[config.mk]
export PLATFORM = sky130hd
export DESIGN_NAME = fft_sched
export DESIGN_NICKNAME = d
export VERILOG_FILES = /design/src/rtl/fft_sched.sv
export SDC_FILE = /design/constraint.sdc
export NUM_CORES = 1
export LEC_CHECK = 0
export ABC_AREA = 1
export BUFFER_PORTS_ARGS = -buffer_cell sky130_fd_sc_hd__buf_4
export CAP_MARGIN = 10
export CORE_MARGIN = 2
export CORE_UTILIZATION = 40
export CTS_BUF_LIST = sky130_fd_sc_hd__clkbuf_8
export CTS_CLUSTER_DIAMETER = 60
export DETAILED_ROUTE_END_ITERATION = 7
export GPL_ROUTABILITY_DRIVEN = 0
export SYNTH_ARGS = -nofsm -noshare
export SYNTH_HDL_FRONTEND = slang
export SYNTH_SLANG_ARGS = --single-unit
[constraint.sdc]
create_clock -name clk -period 3.35 [get_ports clk]
set_input_delay 0 -clock clk [delete_from_list [all_inputs] [get_ports clk]]
set_output_delay 0 -clock clk [all_outputs]
set_load 0.005 [all_outputs]
[src/rtl/fft_sched.sv]
// fft_sched: address scheduler for an in-place radix-2 FFT.
// For each of LOG2N stages it issues N/2 butterfly reads, one per cycle with
// no bubbles. It then idles for PIPE_LAT cycles so that the stage's writes
// land before the next stage reads. Write strobes and addresses are the read
// strobes and addresses delayed by PIPE_LAT cycles.
// Ports:
//   clk, rst_n                 clock, asynchronous active-low reset
//   i_start                    request a transform (sampled in IDLE only)
//   o_busy, o_done             transform in progress / 1-cycle completion pulse
//   o_stage                    current stage index
//   o_rd_en, o_rd_addr_a/b     butterfly read strobe and upper/lower addresses
//   o_tw_addr                  twiddle ROM address (zero-extended to 16 bits)
//   o_wr_en, o_wr_addr_a/b     butterfly result write strobe and addresses
module fft_sched #(
    parameter int unsigned LOG2N    = 10,
    parameter int unsigned PIPE_LAT = 4
) (
    input  logic             clk,
    input  logic             rst_n,
    input  logic             i_start,
    output logic             o_busy,
    output logic             o_done,
    output logic [3:0]       o_stage,
    output logic             o_rd_en,
    output logic [LOG2N-1:0] o_rd_addr_a,
    output logic [LOG2N-1:0] o_rd_addr_b,
    output logic [15:0]      o_tw_addr,
    output logic             o_wr_en,
    output logic [LOG2N-1:0] o_wr_addr_a,
    output logic [LOG2N-1:0] o_wr_addr_b
);

    localparam int unsigned B_W    = LOG2N - 1;
    localparam int unsigned HALF_N = 1 << (LOG2N - 1);
    localparam logic [B_W-1:0] B_LAST = B_W'(HALF_N - 1);
    localparam logic [3:0]     S_LAST = 4'(LOG2N - 1);
    localparam logic [3:0]     D_LOAD = 4'(PIPE_LAT - 1);

    typedef enum logic [1:0] {
        IDLE  = 2'd0,
        RUN   = 2'd1,
        DRAIN = 2'd2,
        FIN   = 2'd3
    } state_t;

    state_t           r_state;
    logic [3:0]       r_stage;
    logic [B_W-1:0]   r_b;
    logic [3:0]       r_drain;
    logic             r_busy;
    logic             r_done;
    logic             r_rd_en;
    logic [LOG2N-1:0] r_rd_a;
    logic [LOG2N-1:0] r_rd_b;
    logic [15:0]      r_tw;

    logic [PIPE_LAT-1:0]            r_dly_en;
    logic [PIPE_LAT-1:0][LOG2N-1:0] r_dly_a;
    logic [PIPE_LAT-1:0][LOG2N-1:0] r_dly_b;

    logic [3:0]       w_iss_stage;
    logic [B_W-1:0]   w_iss_b;
    logic [LOG2N-1:0] w_bx;
    logic [LOG2N-1:0] w_mask;
    logic [LOG2N-1:0] w_pos;
    logic [LOG2N-1:0] w_addr_a;
    logic [LOG2N-1:0] w_addr_b;
    logic [15:0]      w_tw;

    // Stage/butterfly of the read issued at the next edge, if one is issued.
    always_comb begin
        w_iss_stage = 4'd0;
        w_iss_b     = '0;
        case (r_state)
            RUN: begin
                w_iss_stage = r_stage;
                w_iss_b     = r_b + B_W'(1);
            end
            DRAIN: begin
                w_iss_stage = r_stage + 4'd1;
            end
            default: begin
            end
        endcase
    end

    // Butterfly address generation: a = grp*2*half + pos, b = a + half.
    // Bit s of a is always zero, so adding half is an OR.
    always_comb begin
        w_bx     = LOG2N'(w_iss_b);
        w_mask   = (LOG2N'(1) << w_iss_stage) - LOG2N'(1);
        w_pos    = w_bx & w_mask;
        w_addr_a = ((w_bx >> w_iss_stage) << (w_iss_stage + 4'd1)) | w_pos;
        w_addr_b = w_addr_a | (LOG2N'(1) << w_iss_stage);
        w_tw     = 16'(w_pos) << (S_LAST - w_iss_stage);
    end

    // Scheduler FSM; outputs are registered and describe the current cycle.
    always_ff @(posedge clk or negedge rst_n) begin
        if (!rst_n) begin
            r_state <= IDLE;
            r_stage <= 4'd0;
            r_b     <= '0;
            r_drain <= 4'd0;
            r_busy  <= 1'b0;
            r_done  <= 1'b0;
            r_rd_en <= 1'b0;
            r_rd_a  <= '0;
            r_rd_b  <= '0;
            r_tw    <= 16'd0;
        end else begin
            r_done  <= 1'b0;
            r_rd_en <= 1'b0;
            case (r_state)
                IDLE: begin
                    if (i_start) begin
                        r_state <= RUN;
                        r_stage <= 4'd0;
                        r_b     <= '0;
                        r_busy  <= 1'b1;
                        r_rd_en <= 1'b1;
                        r_rd_a  <= w_addr_a;
                        r_rd_b  <= w_addr_b;
                        r_tw    <= w_tw;
                    end
                end
                RUN: begin
                    if (r_b == B_LAST) begin
                        r_state <= DRAIN;
                        r_b     <= '0;
                        r_drain <= D_LOAD;
                    end else begin
                        r_b     <= w_iss_b;
                        r_rd_en <= 1'b1;
                        r_rd_a  <= w_addr_a;
                        r_rd_b  <= w_addr_b;
                        r_tw    <= w_tw;
                    end
                end
                DRAIN: begin
                    if (r_drain != 4'd0) begin
                        r_drain <= r_drain - 4'd1;
                    end else if (r_stage != S_LAST) begin
                        r_state <= RUN;
                        r_stage <= w_iss_stage;
                        r_b     <= '0;
                        r_rd_en <= 1'b1;
                        r_rd_a  <= w_addr_a;
                        r_rd_b  <= w_addr_b;
                        r_tw    <= w_tw;
                    end else begin
                        r_state <= FIN;
                        r_busy  <= 1'b0;
                        r_done  <= 1'b1;
                    end
                end
                FIN: begin
                    // start is not sampled here, so a held start waits one IDLE cycle
                    r_state <= IDLE;
                end
                default: begin
                    r_state <= IDLE;
                end
            endcase
        end
    end

    // Write delay line: free-running, cleared by reset so queued writes are lost.
    always_ff @(posedge clk or negedge rst_n) begin
        if (!rst_n) begin
            r_dly_en <= '0;
            r_dly_a  <= '0;
            r_dly_b  <= '0;
        end else begin
            for (int i = PIPE_LAT - 1; i > 0; i--) begin
                r_dly_en[i] <= r_dly_en[i-1];
                r_dly_a[i]  <= r_dly_a[i-1];
                r_dly_b[i]  <= r_dly_b[i-1];
            end
            r_dly_en[0] <= r_rd_en;
            r_dly_a[0]  <= r_rd_a;
            r_dly_b[0]  <= r_rd_b;
        end
    end

    assign o_busy      = r_busy;
    assign o_done      = r_done;
    assign o_stage     = r_stage;
    assign o_rd_en     = r_rd_en;
    assign o_rd_addr_a = r_rd_a;
    assign o_rd_addr_b = r_rd_b;
    assign o_tw_addr   = r_tw;
    assign o_wr_en     = r_dly_en[PIPE_LAT-1];
    assign o_wr_addr_a = r_dly_a[PIPE_LAT-1];
    assign o_wr_addr_b = r_dly_b[PIPE_LAT-1];

endmodule

==> impl_metrics.ini, run 1 <==
[status]
status = finished, final reports clean

[clock_tree]
cts_tree = done
cts_setup_buffers = 0
clock-sinks = 142
root_buffer = clkbuf_8
clkSlewWorstSetupHoldPaths_ns = 0.08
cts_max_level = 4
cts_buffers = 17
clockBufferDepth = 2
clock_latency_ns = 0.45

[place]
place_ws_ns = 0.220
dp.cells = 1037
detailed_place_hpwl_um = 11700
io_buffers = 66
placed_area_mm2 = 0.00762

[die]
die_x_um = 136
start_util_pct = 40.6
pin_count = 67
die_h_um = 136
core_mm2 = 0.0171
rows = 48
dieArea_mm2 = 0.0184

[routing]
drtAntennaViolNets = 0
wl_um = 15800
vias = 5355
firstDrtPassIters = 5
vias_per_cell = 5.00
wl_per_cell_um = 14.7
first_iter_violations = 349
drc = 0

[finish]
fin_nets = 856
antenna_cells = 0
synthToLayoutAreaGrowth_pct = 17.0
drive_above_1_share_pct = 23.2
finalNonFillerCells = 1071
multi_input_area_mm2 = 0.00278
regArea_mm2 = 0.00355
n_fill_cell = 1654
final_cell_area_mm2 = 0.00812
postLayoutCoreUtil_pct = 47.4

[sta]
finalHoldViolations = 0
slew_headroom_pct = 46.9
clock_skew_ns = 0.0125
slew_violations = 0
setup_ws_ns = 0.297
tns_ns = 0
rsz0062_at_grt = no
timing.final.crit_period_ns = 3.05
fmax_mhz = 328
tightest_slew_ns = 0.797
finalCritPeriodShare_pct = 91.1
setup-violations-final = 0

[synthesis]
synthTopCellsByArea = dfrtp_1, nand3_1, nand2_1, inv_1, ha_1
ys_warn_count = 0
synthCells = 769
yosys.area.top_type_share_pct = 51.2
async_reset_ff_share_pct = 100
synth_edf_count = 0
syn_area_per_cell_um2 = 9.03
yosysMostFrequentCell = nand2_1
synth_top_area_cell = dfrtp_1
ys_seq_elements = 142
synth_fp_nets = 792
synth_cell_types = 44
ys.flop_type = dfrtp_1
yosysSeqAreaShare_pct = 51.2
synth_common_cells = nand2_1, dfrtp_1, nand3_1
synth.cell_area_mm2 = 0.00694

[worst_setup_path]
cpPeakStageDelay_ns = 0.43
r2r_slack_ns = 0.30
startpoint_type = register
crit_required_ns = 3.75
critical_path_arrival_ns = 3.45
cp_common_cell = inv_1
path_buf_inv = 6
crit_family = simple AND/OR/NAND/NOR gates
end_kind = register
crit_chain = inv_1 -> ha_1 -> inv_1 -> nor2_4 -> nand2_4 -> inv_2 -> ha_1 -> inv_1 -> nor2_1 -> xor2_1 -> nand2_1 -> inv_1 -> nand3_1 -> nand3_1 -> o21ai_1 -> inv_1
crit_fanout = 12
r2r_cells = 16
slowest_stage = dfrtp_1
r2r_end = o_rd_addr_b[1]$_DFFE_PN0P_
critPathKind = reg -> reg
reg2reg_from = r_state[1]$_DFFE_PN0P_

[power_and_ir_drop]
clockPowerShare_pct = 21.7
p_int_mw = 4.51
switchingPower_mw = 2.63
pwr-share-comb_pct = 40.5
vdd_ir_drop_max_mv = 0.376
p_leak_nw = 4.13
switching_share_pct = 36.8
seq_power_share_pct = 37.7
powerDensity_mw_per_mm2 = 880

[job]
maxCapViolCount = 0

[grt]
grt_pass1_wl_um = 25700
antenna_found_initial = 0
grt_pass1_vias = 4965
grt_max_degree = 92
grt-ovfl-total = 0
grtUsageTotal_pct = 18.1

[min_path]
min_path_type = in -> async
[per-stage QoR]
step	hold slack, ns	power, mW
final	0.178	7.14
after global routing	0.261	7.69
after CTS	0.198	7.19
after detailed placement	0.132	5.62
after global placement	0.131	5.57
after floorplan	-0.296	4.63
[kinds of logic (layout without fill, tap and decap cells)]
kind of cell    Yosys count  count (layout)  synth area share (%)
xor+xnor                  4               4                 0.504
compound gates           84              84                  7.78
fa+ha+maj                20              20                  3.60
simple gates            380             380                  27.7
buf+inv                 139             216                  9.24
flops                   142             142                  51.2
[state kept, by name, summed over array words and instances (netlist names)]
signal	count
r_dly_a	30
r_dly_b	30
o_tw_addr	16
o_rd_addr_a	10
o_rd_addr_b	10
o_wr_addr_a	10
o_wr_addr_b	10
r_b	9
o_stage	4
r_dly_en	4
r_drain	4
r_state	2
o_busy	1
o_done	1
o_rd_en	1
[cell usage in the layout, fill, tap and decap left out, drive strengths merged]
master	instances
nand2	162
dfrtp	142
nand3	126
inv	99
buf	86
nor2	44
o21ai	38
nand4	30
ha	20
a21oi	20
clkbuf	17
or2	11
a2bb2oi	6
o21a	5
bufinv	5
nor3	5
clkinv	5
o22ai	4
o31ai	4
xor2	4
o211ai	2
a31oi	2
clkinvlp	2
dlygate4sd3	2
o311ai	1
and2	1
a21boi	1
nand3b	1
a22o	1
[repair_timing]
action | in CTS | in global routing
gates resized for setup | 0 | 6
hold buffers | 2 | 0
hold endpoints to repair | 91 | 0
endpoints found under the setup margin | 0 | 15
[worst max path at each step]
stage,cells after the start,end,startpoint
6_report,16,o_rd_addr_b[1]$_DFFE_PN0P_,r_state[1]$_DFFE_PN0P_
5_1_grt,18,o_rd_addr_b[8]$_DFFE_PN0P_,r_state[0]$_DFFE_PN0P_
4_1_cts,20,o_tw_addr[15]$_DFFE_PN0P_,r_state[0]$_DFFE_PN0P_
3_5_place_dp,20,o_tw_addr[15]$_DFFE_PN0P_,r_state[0]$_DFFE_PN0P_
3_3_place_gp,19,o_tw_addr[9]$_DFFE_PN0P_,r_state[0]$_DFFE_PN0P_
2_1_floorplan,21,o_tw_addr[9]$_DFFE_PN0P_,r_state[1]$_DFFE_PN0P_
[per-layer routing]
layer  part of all wire (%)  track usage, %
met1                     45            24.6
met3                    5.0            3.85
met4                    2.7            7.70
met5                      0               0
met2                     47            28.2
[power by group through the flow]
| stage | combinational [mW] | clock [mW] | sequential (mW) |
|---|---|---|---|
| finish | 2.90 | 1.55 | 2.70 |
| global route | 3.24 | 1.66 | 2.78 |
| CTS | 2.88 | 1.60 | 2.71 |
| detailed placement | 2.87 | 0 | 2.75 |
| global placement | 2.85 | 0 | 2.72 |
| floorplan | 1.95 | 0 | 2.68 |
[layout make-up]
cell class	instances	share of cell area, %
clock buffer	17	2.88
timing repair buffer	88	8.55
tap	225	3.47
clock inverter	15	2.71
multi-input combinational	488	34.2
inverter	96	4.44
sequential	142	43.8
(Power assumes the default switching activity.)
==> inputs of run 2 (changes only) <==
MAX_ROUTING_LAYER = met4   (was default)
==> impl_metrics.ini, run 2 (same netlist as run 1, synthesis figures left out) <==
[status]
status = finished, final reports clean

[die]
pin_count = 67
dieArea_mm2 = 0.0184
start_util_pct = 40.6
die_h_um = 136
die_x_um = 136
core_mm2 = 0.0171
rows = 48

[worst_setup_path]
critPathKind = reg -> reg
startpoint_type = register
critical_path_arrival_ns = 3.45
end_kind = register
crit_family = simple AND/OR/NAND/NOR gates
crit_required_ns = 3.74
reg2reg_from = r_state[1]$_DFFE_PN0P_
cp_common_cell = inv_1
crit_fanout = 12
r2r_end = o_rd_addr_b[1]$_DFFE_PN0P_
crit_chain = inv_1 -> ha_1 -> inv_1 -> nor2_4 -> nand2_4 -> inv_2 -> ha_1 -> inv_1 -> nor2_1 -> xor2_1 -> nand2_1 -> inv_1 -> nand3_1 -> nand3_1 -> o21ai_1 -> inv_1
path_buf_inv = 6
cpPeakStageDelay_ns = 0.43
slowest_stage = dfrtp_1
r2r_cells = 16
r2r_slack_ns = 0.29

[routing]
wl_per_cell_um = 14.7
drtAntennaViolNets = 0
vias = 5336
drc = 0
first_iter_violations = 397
firstDrtPassIters = 5
wl_um = 15800
vias_per_cell = 4.98

[sta]
slew_violations = 0
timing.final.crit_period_ns = 3.06
finalHoldViolations = 0
finalCritPeriodShare_pct = 91.4
setup-violations-final = 0
clock_skew_ns = 0.0159
tns_ns = 0
tightest_slew_ns = 0.801
slew_headroom_pct = 46.6
fmax_mhz = 327
rsz0062_at_grt = no

[power_and_ir_drop]
powerDensity_mw_per_mm2 = 878
p_leak_nw = 4.13
vdd_ir_drop_max_mv = 0.375
fin_total_pwr_mw = 7.13
seq_power_share_pct = 37.8
p_int_mw = 4.51
switching_share_pct = 36.7
switchingPower_mw = 2.62
pwr-share-comb_pct = 40.5
clockPowerShare_pct = 21.7

[grt]
grt-ovfl-total = 0
grt_pass1_wl_um = 25700
antenna_found_initial = 0
grtUsageTotal_pct = 18.7
grt_pass1_vias = 4967
grt_max_degree = 92

[clock_tree]
cts_tree = done
clockBufferDepth = 2
cts_buffers = 17
clock_latency_ns = 0.45
clock-sinks = 142
clkSlewWorstSetupHoldPaths_ns = 0.08
cts_max_level = 4
root_buffer = clkbuf_8

[finish]
n_fill_cell = 1654
final_common_cell = nand2_1
drive_above_1_share_pct = 23.2
antenna_cells = 0
fin_nets = 856
synthToLayoutAreaGrowth_pct = 17.0
final_cell_mix = nand2_1, dfrtp_1, nand3_1

[place]
io_buffers = 66
detailed_place_hpwl_um = 11700

[min_path]
min_path_type = in -> async

[job]
maxCapViolCount = 0
-- run 2: cell counts in the layout (fill, tap and decap cells not counted) --
No cell type changed its count.
-- run 2: power by group through the flow --
stage          registers, mW  logic (mW)  clock network, mW
6_report                2.69        2.89               1.55
5_1_grt                 2.78        3.24               1.67
4_1_cts                 2.71        2.88               1.60
3_5_place_dp            2.75        2.87                  0
3_3_place_gp            2.72        2.85                  0
2_1_floorplan           2.68        1.95                  0
-- run 2: worst max path at each step --
| stage | start | end | slack (ns) | cells after the start |
|---|---|---|---|---|
| after floorplan | r_state[1]$_DFFE_PN0P_ | o_tw_addr[9]$_DFFE_PN0P_ | 0.25 | 21 |
| after global routing | r_state[0]$_DFFE_PN0P_ | o_rd_addr_b[8]$_DFFE_PN0P_ | 0.03 | 18 |
| after CTS | r_state[0]$_DFFE_PN0P_ | o_tw_addr[15]$_DFFE_PN0P_ | 0.21 | 20 |
| after global placement | r_state[0]$_DFFE_PN0P_ | o_tw_addr[9]$_DFFE_PN0P_ | 0.32 | 19 |
| after detailed placement | r_state[0]$_DFFE_PN0P_ | o_tw_addr[15]$_DFFE_PN0P_ | 0.22 | 20 |
| final | r_state[1]$_DFFE_PN0P_ | o_rd_addr_b[1]$_DFFE_PN0P_ | 0.29 | 16 |
-- run 2: cell type report --
class,instances,area (µm²),share of cell area [%]
repair buffers,88,694,8.55
flip-flops and latches,142,3550,43.8
clock inverters,15,220,2.71
multi-input cells,488,2780,34.2
well taps,225,282,3.47
inverters,96,360,4.44
clock buffers,17,234,2.88
-- run 2: per-stage QoR --
step | hold WS (ns) | instances | util, % | area [µm²] | setup WS [ns]
after floorplan | -0.296 | 769 | - | 6940 | 0.247
after global placement | 0.131 | 1037 | 44.5 | 7620 | 0.318
after detailed placement | 0.132 | 1037 | 44.5 | 7620 | 0.220
after CTS | 0.198 | 1071 | 47.3 | 8090 | 0.208
after global routing | 0.256 | 1071 | 47.4 | 8120 | 0.0257
final | 0.182 | 1071 | 47.4 | 8120 | 0.289
-- run 2: routing by layer --
metal | track usage (%) | up-vias | share of wire (%)
li1 | - | 2643 | -
met1 | 24.5 | 2508 | 45
met2 | 28.3 | 162 | 47
met3 | 4.68 | 23 | 5.9
met4 | 6.48 | 0 | 2.1
met5 | - | - | 0
-- run 2: what timing repair did --
action	in CTS	in global routing
setup buffers	0	0
endpoints found under the setup margin	0	16
resized for setup	0	6
hold buffers	2	0
hold endpoints to repair	91	0
==> inputs of run 3 (changes only) <==
ABC_AREA = default   (was 1)
==> impl_metrics.ini, run 3 <==
[worst_setup_path]
slowest_stage = dfrtp_2
r2r_slack_ns = 0.01
startpoint_type = register
crit_chain = buf_12 -> ha_4 -> nor2b_4 -> o21a_4 -> inv_4 -> ha_4 -> nand3_4 -> ha_4 -> buf_6 -> a21oi_2 -> nand2_1 -> o221ai_2 -> a21oi_2 -> o21ai_2 -> o211ai_1 -> or3_1 -> a31oi_1
crit_required_ns = 3.73
crit_fanout = 6
critical_path_arrival_ns = 3.71
critPathKind = reg -> reg
end_kind = register
cp_common_cell = ha_4
r2r_cells = 17
cpPeakStageDelay_ns = 0.47

[synthesis]
ys_seq_elements = 142
synthCells = 675
synth_fp_nets = 698
synth_common_cells = dfrtp_1, nand2_1, nor2_1
synth_top_area_cell = dfrtp_1
synth_cell_types = 84
synthTopCellsByArea = dfrtp_1, ha_1, nand2_1, nor2_1, o21ai_0
async_reset_ff_share_pct = 100
yosysMostFrequentCell = dfrtp_1
synth_edf_count = 0
ys.flop_type = dfrtp_1
syn_area_per_cell_um2 = 10.1
yosysSeqAreaShare_pct = 51.9
ys_warn_count = 0
synth.cell_area_mm2 = 0.00685
yosys.area.top_type_share_pct = 51.9

[clock_tree]
clockBufferDepth = 2
cts_max_level = 4
cts_tree = done
clkSlewWorstSetupHoldPaths_ns = 0.09
cts_buffers = 17
root_buffer = clkbuf_8
clock_latency_ns = 0.47
clock-sinks = 142

[power_and_ir_drop]
p_int_mw = 2.30
switching_share_pct = 27.1
seq_power_share_pct = 54.3
p_leak_nw = 3.84
powerDensity_mw_per_mm2 = 363
clockPowerShare_pct = 44.5
fin_total_pwr_mw = 3.15
pwr-share-comb_pct = 1.1
switchingPower_mw = 0.853
vdd_ir_drop_max_mv = 0.210

[grt]
antenna_found_initial = 0
grt-ovfl-total = 0
grt_pass1_wl_um = 28800
grt_max_degree = 122
grtUsageTotal_pct = 20.8
grt_pass1_vias = 5583

[sta]
finalHoldViolations = 0
holdWs_ns = 0.219
tightest_slew_ns = 1.07
slew_violations = 0
clock_skew_ns = 0.0143
rsz0062_at_grt = yes
finalCritPeriodShare_pct = 99.6
timing.final.crit_period_ns = 3.34
slew_headroom_pct = 28.8
fmax_mhz = 300
setup-violations-final = 0

[routing]
vias_per_cell = 5.75
vias = 5763
firstDrtPassIters = 6
drtAntennaViolNets = 0
wl_um = 18100
drc = 0
wl_per_cell_um = 18.0
first_iter_violations = 592

[die]
die_x_um = 135
dieArea_mm2 = 0.0182
core_mm2 = 0.0166
rows = 47
start_util_pct = 41.1
die_h_um = 135
pin_count = 67

[min_path]
min_path_type = in -> async

[finish]
final_cell_mix = dfrtp_1, buf_4, nand2_1
final_common_cell = dfrtp_1
drive_above_1_share_pct = 31.0
antenna_cells = 0
synthToLayoutAreaGrowth_pct = 26.9
fin_nets = 793

[place]
detailed_place_hpwl_um = 12500
io_buffers = 66

[status]
status = finished, final reports clean

[job]
maxCapViolCount = 0
run 3: cell types whose count changed in the layout (fill, tap and decap cells not counted), moves of 9 or more:
| cell | change |
|---|---|
| nand3_1 | -96 |
| ha_4 | +9 |
| or2_2 | -9 |
| inv_2 | -12 |
| nand2b_1 | +10 |
| nor2_1 | +29 |
| inv_1 | -73 |
| buf_4 | +42 |
| nand2_1 | -81 |
| o21ai_0 | +15 |
| nand4_1 | -25 |
run 3: kinds of logic after synthesis:
logic type,after synthesis,share of synthesized area [%]
adder cells (fa/ha/maj),20,3.65
buffers and inverters,75,5.81
AO/OA/AOI/OAI,201,20.6
multiplexers,4,0.640
flip-flops,142,51.9
XOR/XNOR,12,1.64
AND/OR/NAND/NOR,221,15.7
run 3: path summary, 6_finish.rpt:
check / start / end
max: r_state[1]$_DFFE_PN0P_ / o_tw_addr[15]$_DFFE_PN0P_
min: rst_n / r_dly_en[3]$_DFF_PN0_
max reg2reg: r_state[1]$_DFFE_PN0P_ / o_tw_addr[15]$_DFFE_PN0P_
min reg2reg: r_dly_b[16]$_DFF_PN0_ / r_dly_b[26]$_DFF_PN0_
max in group asynchronous: rst_n / r_state[1]$_DFFE_PN0P_
min in group clk: r_dly_b[16]$_DFF_PN0_ / r_dly_b[26]$_DFF_PN0_
run 3: power groups by stage:
stage	clock, mW	combinational (mW)	sequential [mW]
global route	1.53	0.0440	1.71
global placement	0	0.0362	1.75
floorplan	0	0.000173	1.75
detailed placement	0	0.0374	1.75
CTS	1.45	0.0394	1.71
finish	1.40	0.0361	1.71
run 3: worst max-delay path, delay by kind of cell (launching register included):
kind / cells / cell delay, ns
flip-flops: 1 / 0.47
buffers and inverters: 3 / 0.37
AND/OR/NAND/NOR: 4 / 0.72
AO/OA/AOI/OAI: 7 / 1.16
adder cells (fa/ha/maj): 3 / 0.54
run 3: per-stage QoR:
stage	std cells	utilization [%]	setup WS [ns]	TNS, ns	area, µm²
4_1_cts	990	50.0	-0.0412	-0.0412	8310
3_3_place_gp	954	46.9	-0.0284	-0.0284	7800
3_5_place_dp	954	46.9	-0.0664	-0.262	7800
6_report	1003	52.2	0.0147	0	8690
2_1_floorplan	675	-	0.00141	0	7040
5_1_grt	1003	52.2	-0.111	-0.431	8690
run 3: per-layer routing:
| layer | part of all wire (%) | up-vias | track usage [%] |
|---|---|---|---|
| met4 | 2.8 | 0 | 10.7 |
| li1 | - | 2628 | - |
| met2 | 47 | 289 | 30.1 |
| met3 | 7.5 | 47 | 4.80 |
| met5 | 0 | - | - |
| met1 | 43 | 2799 | 27.2 |
run 3: timing repair:
action	4_1_cts	5_1_grt
setup buffers	2	13
hold buffers	2	0
pin swaps	2	23
endpoints found under the hold margin	121	0
gates cloned	0	1
endpoints found under the setup margin	8	25
gates resized for setup	12	48
run 3: final cells by class:
type                       instances  area, µm²
multi-input combinational        458       3280
inverter                          17       81.3
fill                            1483       7950
sequential                       142       3560
clock inverter                    15        189
tap                              220        275
timing repair buffer             134       1080
clock buffer                      17        234
